`src/rtl/divider.sv`:
```
// Multi-cycle restoring divider: one quotient bit per cycle, signed or unsigned.
// Fixed latency of DATA_WIDTH+1 edges from the start edge, with divide-by-zero and overflow handling.
module divider #(
  parameter int DATA_WIDTH = 32
) (
  input  logic                  clk,
  input  logic                  rst,
  input  logic                  i_start,
  input  logic                  i_signed,
  input  logic [DATA_WIDTH-1:0] i_dividend,
  input  logic [DATA_WIDTH-1:0] i_divisor,
  output logic                  o_busy,
  output logic                  o_done,
  output logic [DATA_WIDTH-1:0] o_quotient,
  output logic [DATA_WIDTH-1:0] o_remainder,
  output logic [1:0]            o_dbg_state
);
  localparam int W  = DATA_WIDTH;
  localparam int CW = $clog2(W);
  localparam logic [W-1:0] MIN_NEG = {1'b1, {(W-1){1'b0}}};
  localparam logic [W-1:0] ONE     = {{(W-1){1'b0}}, 1'b1};

  typedef enum logic [1:0] {IDLE = 2'd0, CALC = 2'd1, FIX = 2'd2} state_e;

  // Handshake: i_start is sampled only in IDLE; o_done pulses one cycle with
  // results valid, and o_busy covers every cycle from the start edge to FIX.
  state_e        state_q;
  logic [CW-1:0] cnt_q;
  logic [W:0]    rem_q;
  logic [W-1:0]  quo_q;
  logic [W-1:0]  dvs_q;
  logic [W-1:0]  dvd_raw_q;
  logic          sign_dvd_q;
  logic          sign_dvs_q;
  logic          busy_q;
  logic          done_q;
  logic [W-1:0]  quotient_q;
  logic [W-1:0]  remainder_q;

  logic [W:0]    shifted;
  logic [W+1:0]  trial;
  logic [W-1:0]  dvd_abs;
  logic [W-1:0]  dvs_abs;
  logic [W-1:0]  quotient_d;
  logic [W-1:0]  remainder_d;
  logic          div_zero;
  logic          overflow;

  always_comb begin
    shifted  = {rem_q[W-1:0], quo_q[W-1]};
    trial    = {1'b0, shifted} - {2'b00, dvs_q};
    dvd_abs  = (i_signed && i_dividend[W-1]) ? -i_dividend : i_dividend;
    dvs_abs  = (i_signed && i_divisor[W-1])  ? -i_divisor  : i_divisor;
    div_zero = (dvs_q == '0);
    // A magnitude of 1 with the sign set is a divisor of -1.
    overflow = sign_dvs_q && (dvs_q == ONE) && (dvd_raw_q == MIN_NEG);
    quotient_d  = (sign_dvd_q ^ sign_dvs_q) ? -quo_q : quo_q;
    remainder_d = sign_dvd_q ? -rem_q[W-1:0] : rem_q[W-1:0];
    if (div_zero) begin
      quotient_d  = '1;
      remainder_d = dvd_raw_q;
    end else if (overflow) begin
      quotient_d  = dvd_raw_q;
      remainder_d = '0;
    end
  end

  always_ff @(posedge clk) begin
    if (rst) begin
      state_q     <= IDLE;
      cnt_q       <= '0;
      rem_q       <= '0;
      quo_q       <= '0;
      dvs_q       <= '0;
      dvd_raw_q   <= '0;
      sign_dvd_q  <= 1'b0;
      sign_dvs_q  <= 1'b0;
      busy_q      <= 1'b0;
      done_q      <= 1'b0;
      quotient_q  <= '0;
      remainder_q <= '0;
    end else begin
      case (state_q)
        IDLE: begin
          done_q <= 1'b0;
          if (i_start) begin
            quo_q      <= dvd_abs;
            dvs_q      <= dvs_abs;
            rem_q      <= '0;
            dvd_raw_q  <= i_dividend;
            sign_dvd_q <= i_signed & i_dividend[W-1];
            sign_dvs_q <= i_signed & i_divisor[W-1];
            cnt_q      <= CW'(W - 1);
            busy_q     <= 1'b1;
            state_q    <= CALC;
          end
        end
        CALC: begin
          rem_q <= trial[W+1] ? shifted : trial[W:0];
          quo_q <= {quo_q[W-2:0], ~trial[W+1]};
          if (cnt_q == '0) begin
            state_q <= FIX;
          end else begin
            cnt_q <= cnt_q - 1'b1;
          end
        end
        FIX: begin
          quotient_q  <= quotient_d;
          remainder_q <= remainder_d;
          done_q      <= 1'b1;
          busy_q      <= 1'b0;
          state_q     <= IDLE;
        end
        default: state_q <= IDLE;
      endcase
    end
  end

  assign o_busy      = busy_q;
  assign o_done      = done_q;
  assign o_quotient  = quotient_q;
  assign o_remainder = remainder_q;
  assign o_dbg_state = state_q;
endmodule

```
`config.mk`:
```
export PLATFORM = sky130hd
export DESIGN_NAME = divider
export DESIGN_NICKNAME = d
export VERILOG_FILES = /design/src/rtl/divider.sv
export SDC_FILE = /design/constraint.sdc
export NUM_CORES = 1
export LEC_CHECK = 0
export CAP_MARGIN = 40
export CORE_AREA = 2 2 117 204
export CTS_BUF_LIST = sky130_fd_sc_hd__clkbuf_2 sky130_fd_sc_hd__clkbuf_4 sky130_fd_sc_hd__clkbuf_8
export DETAILED_ROUTE_END_ITERATION = 7
export DIE_AREA = 0 0 119 206
export MAX_ROUTING_LAYER = met4
export PLACE_DENSITY = 0.78
export SLEW_MARGIN = 20
export SYNTH_ARGS = -nofsm -noshare
export SYNTH_HDL_FRONTEND = slang
export SYNTH_SLANG_ARGS = --single-unit
export TNS_END_PERCENT = 20
```
`constraint.sdc`:
```
create_clock -name clk -period 3.35 [get_ports clk]
set_input_delay 0.67 -clock clk [delete_from_list [all_inputs] [get_ports clk]]
set_output_delay 0.67 -clock clk [all_outputs]
set_load 0.02 [all_outputs]
```
==> impl_metrics.json, run 1 <==
{
  "rsz0062_at_grt": "true",
  "clock_path_buffers": 3,
  "synth_warnings": 0,
  "syn_avg_cell_area_um2": 7.58,
  "yosys-top-cells-count": "228 x nand2_1, 203 x dfxtp_1, 177 x a21oi_1",
  "cts_buffers": 29,
  "wire_per_inst_um": 16.3,
  "drive_gt1_share_pct": 8.75,
  "place_congestion": 0.980,
  "worstHoldStart": "rst",
  "run_status": "finished, final reports clean",
  "period_needed_ns": 3.25,
  "hold_end": "dvd_raw_q[28]",
  "io_pins": 136,
  "cp-start-kind": "input pin",
  "setup_violations": 0,
  "synth_cell_types": 61,
  "antenna_found_initial": 1,
  "fmax_mhz": 307,
  "grt_usage_pct": 27.5,
  "wl_um": 33300,
  "fin_hold_ws_ns": 0.440,
  "async_reset_ff_share_pct": 0,
  "grt_first_pass_wirelength_um": 54100,
  "hold_class": "in2reg",
  "vias": 11700,
  "r2r_setup_slack_ns": 0.12,
  "floorplan.initialDensity_pct": 51.6,
  "yosysTopAreaCell": "dfxtp_1",
  "cellLeakagePower_nw": 5.59,
  "synth_area_leaders": "dfxtp_1 34%, a21oi_1 7.4%, nand2_1 7.2%, xnor2_1 6.0%, nor2_1 4.6%",
  "synth_edf_count": 0,
  "finalClockSkew_ns": 0.0239,
  "firstDrtPassIters": 5,
  "fin_area_mm2": 0.0146,
  "cts_tree": "built",
  "clkTransAtPathRegs_ns": 0.07,
  "fp-row-count": 74,
  "hold_depth": 2,
  "drt-initial-drc-count": 586,
  "cp_max_fo": 4,
  "synth_ff_type": "dfxtp_1",
  "die_w_um": 119,
  "critical_path_arrival_ns": 3.69,
  "grt_start_max_net_pins": 100,
  "slew_headroom_pct": 48.7,
  "pre_cts_slack_ns": -0.492,
  "worstRegToRegCells": 15,
  "synthCells": 1569,
  "dieHeight_um": 206,
  "syn_area_mm2": 0.0119,
  "numPortBuffers": 135,
  "setup_slack_ns": 0.0954,
  "crit_required_ns": 3.79,
  "cts.sinks": 203,
  "yosysMostFrequentCell": "nand2_1",
  "end_kind": "flop",
  "fin_crit_sh_pct": 97.2,
  "r2r_start": "quo_q[31]",
  "worst_pin_slew_ns": 0.763,
  "area_delta_synth_final_pct": 23.2,
  "antenna_left": 0,
  "clockRootBuffer": "clkbuf_8",
  "ys_seq_area_share_pct": 34.2,
  "crit-reg2reg-capture": "rem_q[30]",
  "h-tree-depth": 1,
  "die_area_mm2": 0.0245,
  "syn-num-nets": 1676,
  "postCtsHoldBufs": 0,
  "drc_errors": 0,
  "avgViaCountPerCell": 5.73,
  "final_nets": 1822,
  "grt_overflow": 0,
  "hold_viol_final": 0,
  "grt_pass1_vias": 11500,
  "peakVddDrop_mv": 0.282,
  "ys_seq_elements": 203,
  "powerDensity_mw_per_mm2": 447,
  "setup_tns_ns": 0,
  "max-cap-violations": 0,
  "core_mm2": 0.0231,
  "crit_type": "in2reg",
  "clk_latency_ns": 0.60,
  "dp_hpwl_um": 25500,
  "drv_slew": 0,
  "yosysTopAreaCellShare_pct": 34.2,
  "placed_cell_area_mm2": 0.0139
}
## metrics by stage
step	total power [mW]	util [%]	instances
5_1_grt	6.85	63.5	2043
4_1_cts	6.55	63.3	2040
2_1_floorplan	3.69	-	1569
3_5_place_dp	4.19	60.2	1986
3_3_place_gp	4.15	60.2	1986
6_report	6.55	63.5	2044
## cells in the final DEF (no fill, tap or decap), types with 6 or more instances in the layout
| master | instances |
|---|---|
| nand4_1 | 7 |
| or3_1 | 16 |
| and3_1 | 7 |
| mux2i_1 | 22 |
| xor2_1 | 62 |
| inv_1 | 58 |
| nand2b_1 | 9 |
| nand3_1 | 17 |
| or4_1 | 6 |
| clkdlybuf4s50_1 | 134 |
| ha_1 | 38 |
| nor2_1 | 144 |
| nor4_1 | 25 |
| clkbuf_4 | 9 |
| a21o_1 | 10 |
| buf_4 | 68 |
| o41ai_1 | 7 |
| o31ai_1 | 25 |
| a22oi_1 | 56 |
| dfxtp_1 | 203 |
| nor3_1 | 56 |
| xnor2_1 | 82 |
| a21oi_1 | 175 |
| a311oi_1 | 7 |
| o21ai_0 | 96 |
| a211oi_1 | 49 |
| and2_1 | 6 |
| clkbuf_8 | 33 |
| nand2_1 | 228 |
## how the worst max path moves through the flow
stage,slack (ns),cells past startpoint,startpoint,to
finish,0.1,10,i_divisor[11],dvs_q[29]
global route,-0.01,15,quo_q[31],rem_q[30]
CTS,0.04,15,quo_q[31],rem_q[30]
detailed placement,-0.49,10,i_divisor[11],dvs_q[29]
global placement,-0.37,10,i_divisor[10],dvs_q[29]
floorplan,0.20,9,i_divisor[10],dvs_q[29]
## flip-flops by register name (all words and copies together) (netlist names)
name         cells
cnt_q            5
dvd_raw_q       32
dvs_q           32
o_busy           1
o_dbg_state      2
o_done           1
o_quotient      32
o_remainder     32
quo_q           32
rem_q           32
sign_dvd_q       1
sign_dvs_q       1
## per-layer routing
layer  GRT usage [%]  up-vias  share of wire (%)
met2            52.3      342                 54
met1            26.2     5381                 36
met3            2.57      133                3.7
met5               -        -                  0
li1                -     5850                  -
met4            18.1        0                6.3
## logic make-up after synthesis
group | Yosys count | synth area share [%]
flops | 203 | 34.2
simple gates | 545 | 20.4
fa+ha+maj | 39 | 4.17
buf+inv | 150 | 4.77
compound gates | 465 | 23.9
mux | 23 | 1.95
xor+xnor | 144 | 10.6
## final cells by class
class                           instances  area, um^2
Antenna cell                            2        5.00
Clock inverter                         12         190
Tap cell                              304         380
Clock buffer                           42         522
Inverter                               58         218
Timing Repair Buffer                  207        1940
Multi-Input combinational cell       1216        7330
Sequential cell                       203        4060
Fill cell                            2004        8410
## worst max-delay path, cell delays in order
cell and delay [ns]:
clkdlybuf4s50_1 0.44, or4_4 0.53, or3_1 0.33, or3_1 0.37
or3_4 0.42, nor3_4 0.23, nand2_2 0.10, o41ai_2 0.25
xor2_1 0.25, a211oi_2 0.10
## timing repair
item,4_1_cts,5_1_grt
setup buffers,0,1
setup endpoints to repair,0,33
gates resized for setup,0,8
## power breakdown
part / switching, mW / leakage, nW / internal, mW
clock: 0.986 / 0.369 / 1.39
sequential: 0.142 / 1.66 / 2.56
combinational: 0.845 / 3.57 / 0.630
No activity file was read; power rests on OpenSTA's default activity.
==> run 2: changes to the inputs <==
--- a/config.mk
+++ b/config.mk
@@ -11,7 +11,7 @@
 export DETAILED_ROUTE_END_ITERATION = 7
 export DIE_AREA = 0 0 119 206
 export MAX_ROUTING_LAYER = met4
-export PLACE_DENSITY = 0.78
+export PLACE_DENSITY_LB_ADDON = 0.2
 export SLEW_MARGIN = 20
 export SYNTH_ARGS = -nofsm -noshare
 export SYNTH_HDL_FRONTEND = slang
==> impl_metrics.json, run 2 (synthesized netlist as in run 1, its figures left out) <==
{
  "postCtsSetupRepairBufs": 0,
  "n_antenna_cell": 0,
  "clk_latency_ns": 0.58,
  "firstDrtPassIters": 4,
  "crit_buf_inv": 1,
  "cts_tree": "built",
  "fp-row-count": 74,
  "dr_wl_met2_um": 18000,
  "layout_common_cells": "228 x nand2_1, 203 x dfxtp_1, 177 x a21oi_1",
  "clockRootBuffer": "clkbuf_8",
  "floorplan.initialDensity_pct": 51.6,
  "met1_length_um": 11900,
  "cpMostUsedCell": "or3_1",
  "grt_start_max_net_pins": 71,
  "antenna_left": 0,
  "grt_usage_pct": 27.6,
  "fmax_mhz": 307,
  "powerDensity_mw_per_mm2": 425,
  "critical_path_arrival_ns": 3.73,
  "place_congestion": 0.970,
  "r2r_start": "quo_q[31]",
  "hold_class": "reg2reg",
  "io_pins": 136,
  "wl_um": 32800,
  "cts.sinks": 203,
  "setup_violations": 0,
  "avgViaCountPerCell": 5.69,
  "cp-start-kind": "input pin",
  "grt_first_pass_wirelength_um": 54100,
  "crit_slowest_cell": "or4_4",
  "postCtsHoldBufs": 0,
  "drt-initial-drc-count": 602,
  "end_kind": "flop",
  "setup_slack_ns": 0.0972,
  "run_status": "finished, final reports clean",
  "crit_type": "in2reg",
  "hold_viol_final": 0,
  "max_stage_delay_ns": 0.54,
  "numPortBuffers": 135,
  "rsz0062_at_grt": "false",
  "cp_top_family": "simple AND/OR/NAND/NOR gates",
  "dp_hpwl_um": 25400,
  "antenna_found_initial": 0,
  "fill_cells": 2148,
  "grt_pass1_vias": 11300,
  "area_delta_synth_final_pct": 21.7,
  "wl_met3_um": 981,
  "crit_required_ns": 3.82,
  "utilization_pct": 62.8,
  "pre_cts_slack_ns": -0.457,
  "wire_per_inst_um": 16.1,
  "fin_crit_sh_pct": 97.1,
  "setup_tns_ns": 0,
  "slew_headroom_pct": 46.9,
  "drive_gt1_share_pct": 8.35,
  "vias": 11600,
  "h-tree-depth": 1,
  "drc_errors": 0,
  "cellLeakagePower_nw": 5.55,
  "core_mm2": 0.0231,
  "startpoint": "i_divisor[10]",
  "finalClockSkew_ns": 0.0231,
  "grt_overflow": 0,
  "clkTransAtPathRegs_ns": 0.06,
  "final_nets": 1825,
  "worstHoldStart": "dvs_q[26]",
  "r2r_setup_slack_ns": 0.20,
  "die_area_mm2": 0.0245,
  "cts_buffers": 29,
  "peakVddDrop_mv": 0.316,
  "drv_slew": 0,
  "worst_pin_slew_ns": 0.789,
  "final_common_cell": "nand2_1",
  "period_needed_ns": 3.25,
  "path_cells": "clkdlybuf4s50_1, or4_4, or3_1, or3_1, or3_4, nor3_4, nand2_2, o41ai_2, xor2_1, a211oi_1",
  "clock_path_buffers": 3,
  "die_w_um": 119,
  "dieHeight_um": 206,
  "cp_max_fo": 4,
  "max-cap-violations": 0,
  "highest_layer": "met4"
}
run 2: cell count changes in the layout (fill, tap and decap cells not counted), moves of 2 or more:
| cell | delta |
|---|---|
| diode_2 | -2 |
| clkbuf_4 | +3 |
| a21oi_1 | +2 |
| bufinv_16 | -5 |
| buf_12 | -3 |
| clkbuf_8 | +3 |
| a21oi_2 | -2 |
| clkinvlp_4 | -2 |
| buf_4 | +5 |
| clkinv_2 | -3 |
run 2: repair_timing:
item	in CTS	in global routing
resized for setup	0	3
endpoints found under the setup margin	0	33
hold endpoints to repair	0	0
run 2: metrics by stage:
step | area [um^2] | std cells | hold WS [ns] | power (mW)
global placement | 13900 | 1989 | 0.455 | 4.16
finish | 14500 | 2040 | 0.466 | 6.15
detailed placement | 13900 | 1989 | 0.460 | 4.19
global route | 14500 | 2040 | 0.498 | 6.48
floorplan | 11900 | 1569 | 0.444 | 3.69
CTS | 14500 | 2038 | 0.467 | 6.17
run 2: final timing paths:
check,to,cells past startpoint
worst max-delay path,dvs_q[29],10
worst min-delay path,dvs_q[26],2
worst max register to register,rem_q[30],14
worst min register to register,dvs_q[26],2
run 2: report_power, final:
group	internal [mW]	switching, mW
clock	1.08	0.919
combinational	0.625	0.831
sequential	2.56	0.138
total	4.26	1.89
run 2: worst register-to-register path: cells and delay by family, from the launching register on:
| family | cells | cell delay, ns |
|---|---|---|
| AOI/OAI and AO/OA | 8 | 1.80 |
| adders and majority gates | 2 | 0.60 |
| DFF | 1 | 0.31 |
| xor gates and xnor gates | 1 | 0.14 |
| buffers and inverters | 2 | 0.13 |
| muxes | 1 | 0.09 |
run 2: routing by layer:
| layer | global-route usage, % | vias up |
|---|---|---|
| met2 | 53.1 | 302 |
| met4 | 16.0 | 0 |
| li1 | - | 5845 |
| met5 | - | - |
| met3 | 2.48 | 120 |
| met1 | 26.6 | 5337 |
run 2: layout make-up:
cell class / instances / area, um^2 / share of cell area [%]
Clock buffer: 47 / 578 / 3.99
Multi-Input combinational cell: 1216 / 7300 / 50.4
Tap cell: 304 / 380 / 2.63
Inverter: 58 / 218 / 1.50
Sequential cell: 203 / 4060 / 28.1
Clock inverter: 2 / 10.0 / 0.0691
Timing Repair Buffer: 210 / 1930 / 13.3
==> run 3: changes to the inputs <==
--- a/config.mk
+++ b/config.mk
@@ -5,12 +5,10 @@
 export SDC_FILE = /design/constraint.sdc
 export NUM_CORES = 1
 export LEC_CHECK = 0
-export CAP_MARGIN = 40
 export CORE_AREA = 2 2 117 204
 export CTS_BUF_LIST = sky130_fd_sc_hd__clkbuf_2 sky130_fd_sc_hd__clkbuf_4 sky130_fd_sc_hd__clkbuf_8
 export DETAILED_ROUTE_END_ITERATION = 7
 export DIE_AREA = 0 0 119 206
-export MAX_ROUTING_LAYER = met4
 export PLACE_DENSITY_LB_ADDON = 0.2
 export SLEW_MARGIN = 20
 export SYNTH_ARGS = -nofsm -noshare
==> impl_metrics.json, run 3 (synthesized netlist as in run 1, its figures left out) <==
{
  "dp.cells": 1990,
  "clock_path_buffers": 3,
  "clk_latency_ns": 0.56,
  "vias": 11500,
  "placed_cell_area_mm2": 0.0139,
  "fin_hold_ws_ns": 0.467,
  "setup_slack_ns": 0.0632,
  "final_nets": 1825,
  "powerDensity_mw_per_mm2": 425,
  "crit_type": "reg2reg",
  "floorplan.initialDensity_pct": 51.6,
  "numPortBuffers": 135,
  "cellLeakagePower_nw": 5.56,
  "dieHeight_um": 206,
  "cp-start-kind": "flop",
  "setup_violations": 0,
  "die_area_mm2": 0.0245,
  "die_w_um": 119,
  "end_kind": "flop",
  "crit_required_ns": 3.86,
  "max_stage_delay_ns": 0.56,
  "fp-row-count": 74,
  "crit_buf_inv": 2,
  "worst_pin_slew_ns": 0.851,
  "place_congestion": 0.968,
  "drv_slew": 0,
  "grt_start_max_net_pins": 76,
  "crit_slowest_cell": "a31oi_1",
  "fmax_mhz": 304,
  "cp_top_family": "compound AO/OA/AOI/OAI gates",
  "max-cap-violations": 0,
  "postCtsSetupRepairBufs": 0,
  "cts_buffers": 30,
  "drc_errors": 0,
  "fin_cells": 2041,
  "avgViaCountPerCell": 5.64,
  "pre_cts_slack_ns": -0.438,
  "cp_max_fo": 42,
  "clkTransAtPathRegs_ns": 0.06,
  "fin_area_mm2": 0.0145,
  "drive_gt1_share_pct": 8.46,
  "dp_hpwl_um": 25100,
  "antenna_left": 0,
  "layout_common_cells": "228 x nand2_1, 203 x dfxtp_1, 177 x a21oi_1",
  "grt_first_pass_wirelength_um": 53400,
  "slew_headroom_pct": 43.2,
  "peakVddDrop_mv": 0.252,
  "cpMostUsedCell": "o21a_1",
  "drt-initial-drc-count": 536,
  "rsz0062_at_grt": "true",
  "cts.sinks": 203,
  "grt_overflow": 0,
  "final_common_cell": "nand2_1",
  "hold_viol_final": 0,
  "period_needed_ns": 3.29,
  "run_status": "finished, final reports clean",
  "antenna_found_initial": 0,
  "area_delta_synth_final_pct": 22.1,
  "grt_usage_pct": 26.3,
  "wl_um": 32500,
  "n_antenna_cell": 0,
  "core_mm2": 0.0231,
  "cts_tree": "built",
  "io_pins": 136,
  "path_cells": "inv_1, ha_1, o21a_1, o21ai_0, a31oi_1, a21oi_1, o32ai_2, o21a_1, buf_12, nand3_1, mux2_2, nand2_1",
  "fin_crit_sh_pct": 98.1,
  "critical_path_arrival_ns": 3.80,
  "grt_pass1_vias": 11200,
  "clockRootBuffer": "clkbuf_8",
  "h-tree-depth": 1,
  "hold_class": "reg2reg",
  "wire_per_inst_um": 15.9,
  "finalClockSkew_ns": 0.00949,
  "firstDrtPassIters": 5
}
## run 3: cell count changes in the layout (fill, tap and decap cells not counted)
cell	change
o21ai_0	+1
o21ai_1	-1
a21boi_0	+1
o31ai_1	-1
clkinv_2	-1
clkbuf_8	-1
buf_4	-2
o31ai_2	+1
buf_6	-1
buf_12	+3
clkbuf_4	+3
a21boi_1	-1
## run 3: where the power goes
group,internal (mW),switching [mW]
logic,0.626,0.830
registers,2.56,0.138
clock network,1.10,0.920
total,4.29,1.89
## run 3: routing by layer
layer | GRT usage, % | wire (um) | vias to the layer above
li1 | - | - | 5857
met1 | 26.1 | 11900 | 5235
met2 | 52.0 | 17500 | 295
met3 | 2.51 | 1120 | 125
met4 | 15.8 | 1980 | 0
met5 | 0 | 0 | -
## run 3: cell type report
class	instances	area, um^2
fillers	2096	8530
multi-input cells	1216	7310
flip-flops and latches	203	4060
repair buffers	209	1950
clock buffers	50	594
well taps	304	380
inverters	58	218
clock inverters	1	5.00
## run 3: tightest hold or removal path, stage by stage (launching register included)
cell and delay, ns:
dfxtp_1 0.32, nand2_1 0.06, a21oi_1 0.05
## run 3: path summary, 6_finish.rpt
path / startpoint / end / slack (ns) / cells after the start
max: dvs_q[12] / rem_q[23] / 0.06 / 12
min: dvs_q[26] / dvs_q[26] / 0.47 / 2
max reg2reg: dvs_q[12] / rem_q[23] / 0.06 / 12
min reg2reg: dvs_q[26] / dvs_q[26] / 0.47 / 2
## run 3: through the flow
stage	utilization, %	total power [mW]	TNS, ns
after floorplan	-	3.69	0
after global placement	60.3	4.16	-2.12
after detailed placement	60.3	4.19	-2.48
after CTS	63.0	6.20	0
after global routing	63.0	6.50	-0.0228
final	63.0	6.17	0
## run 3: timing repair
| action | CTS | global route |
|---|---|---|
| endpoints found under the setup margin | 1 | 14 |
| hold buffers | 0 | 0 |
| pin swaps | 0 | 1 |
| gates resized for setup | 1 | 1 |
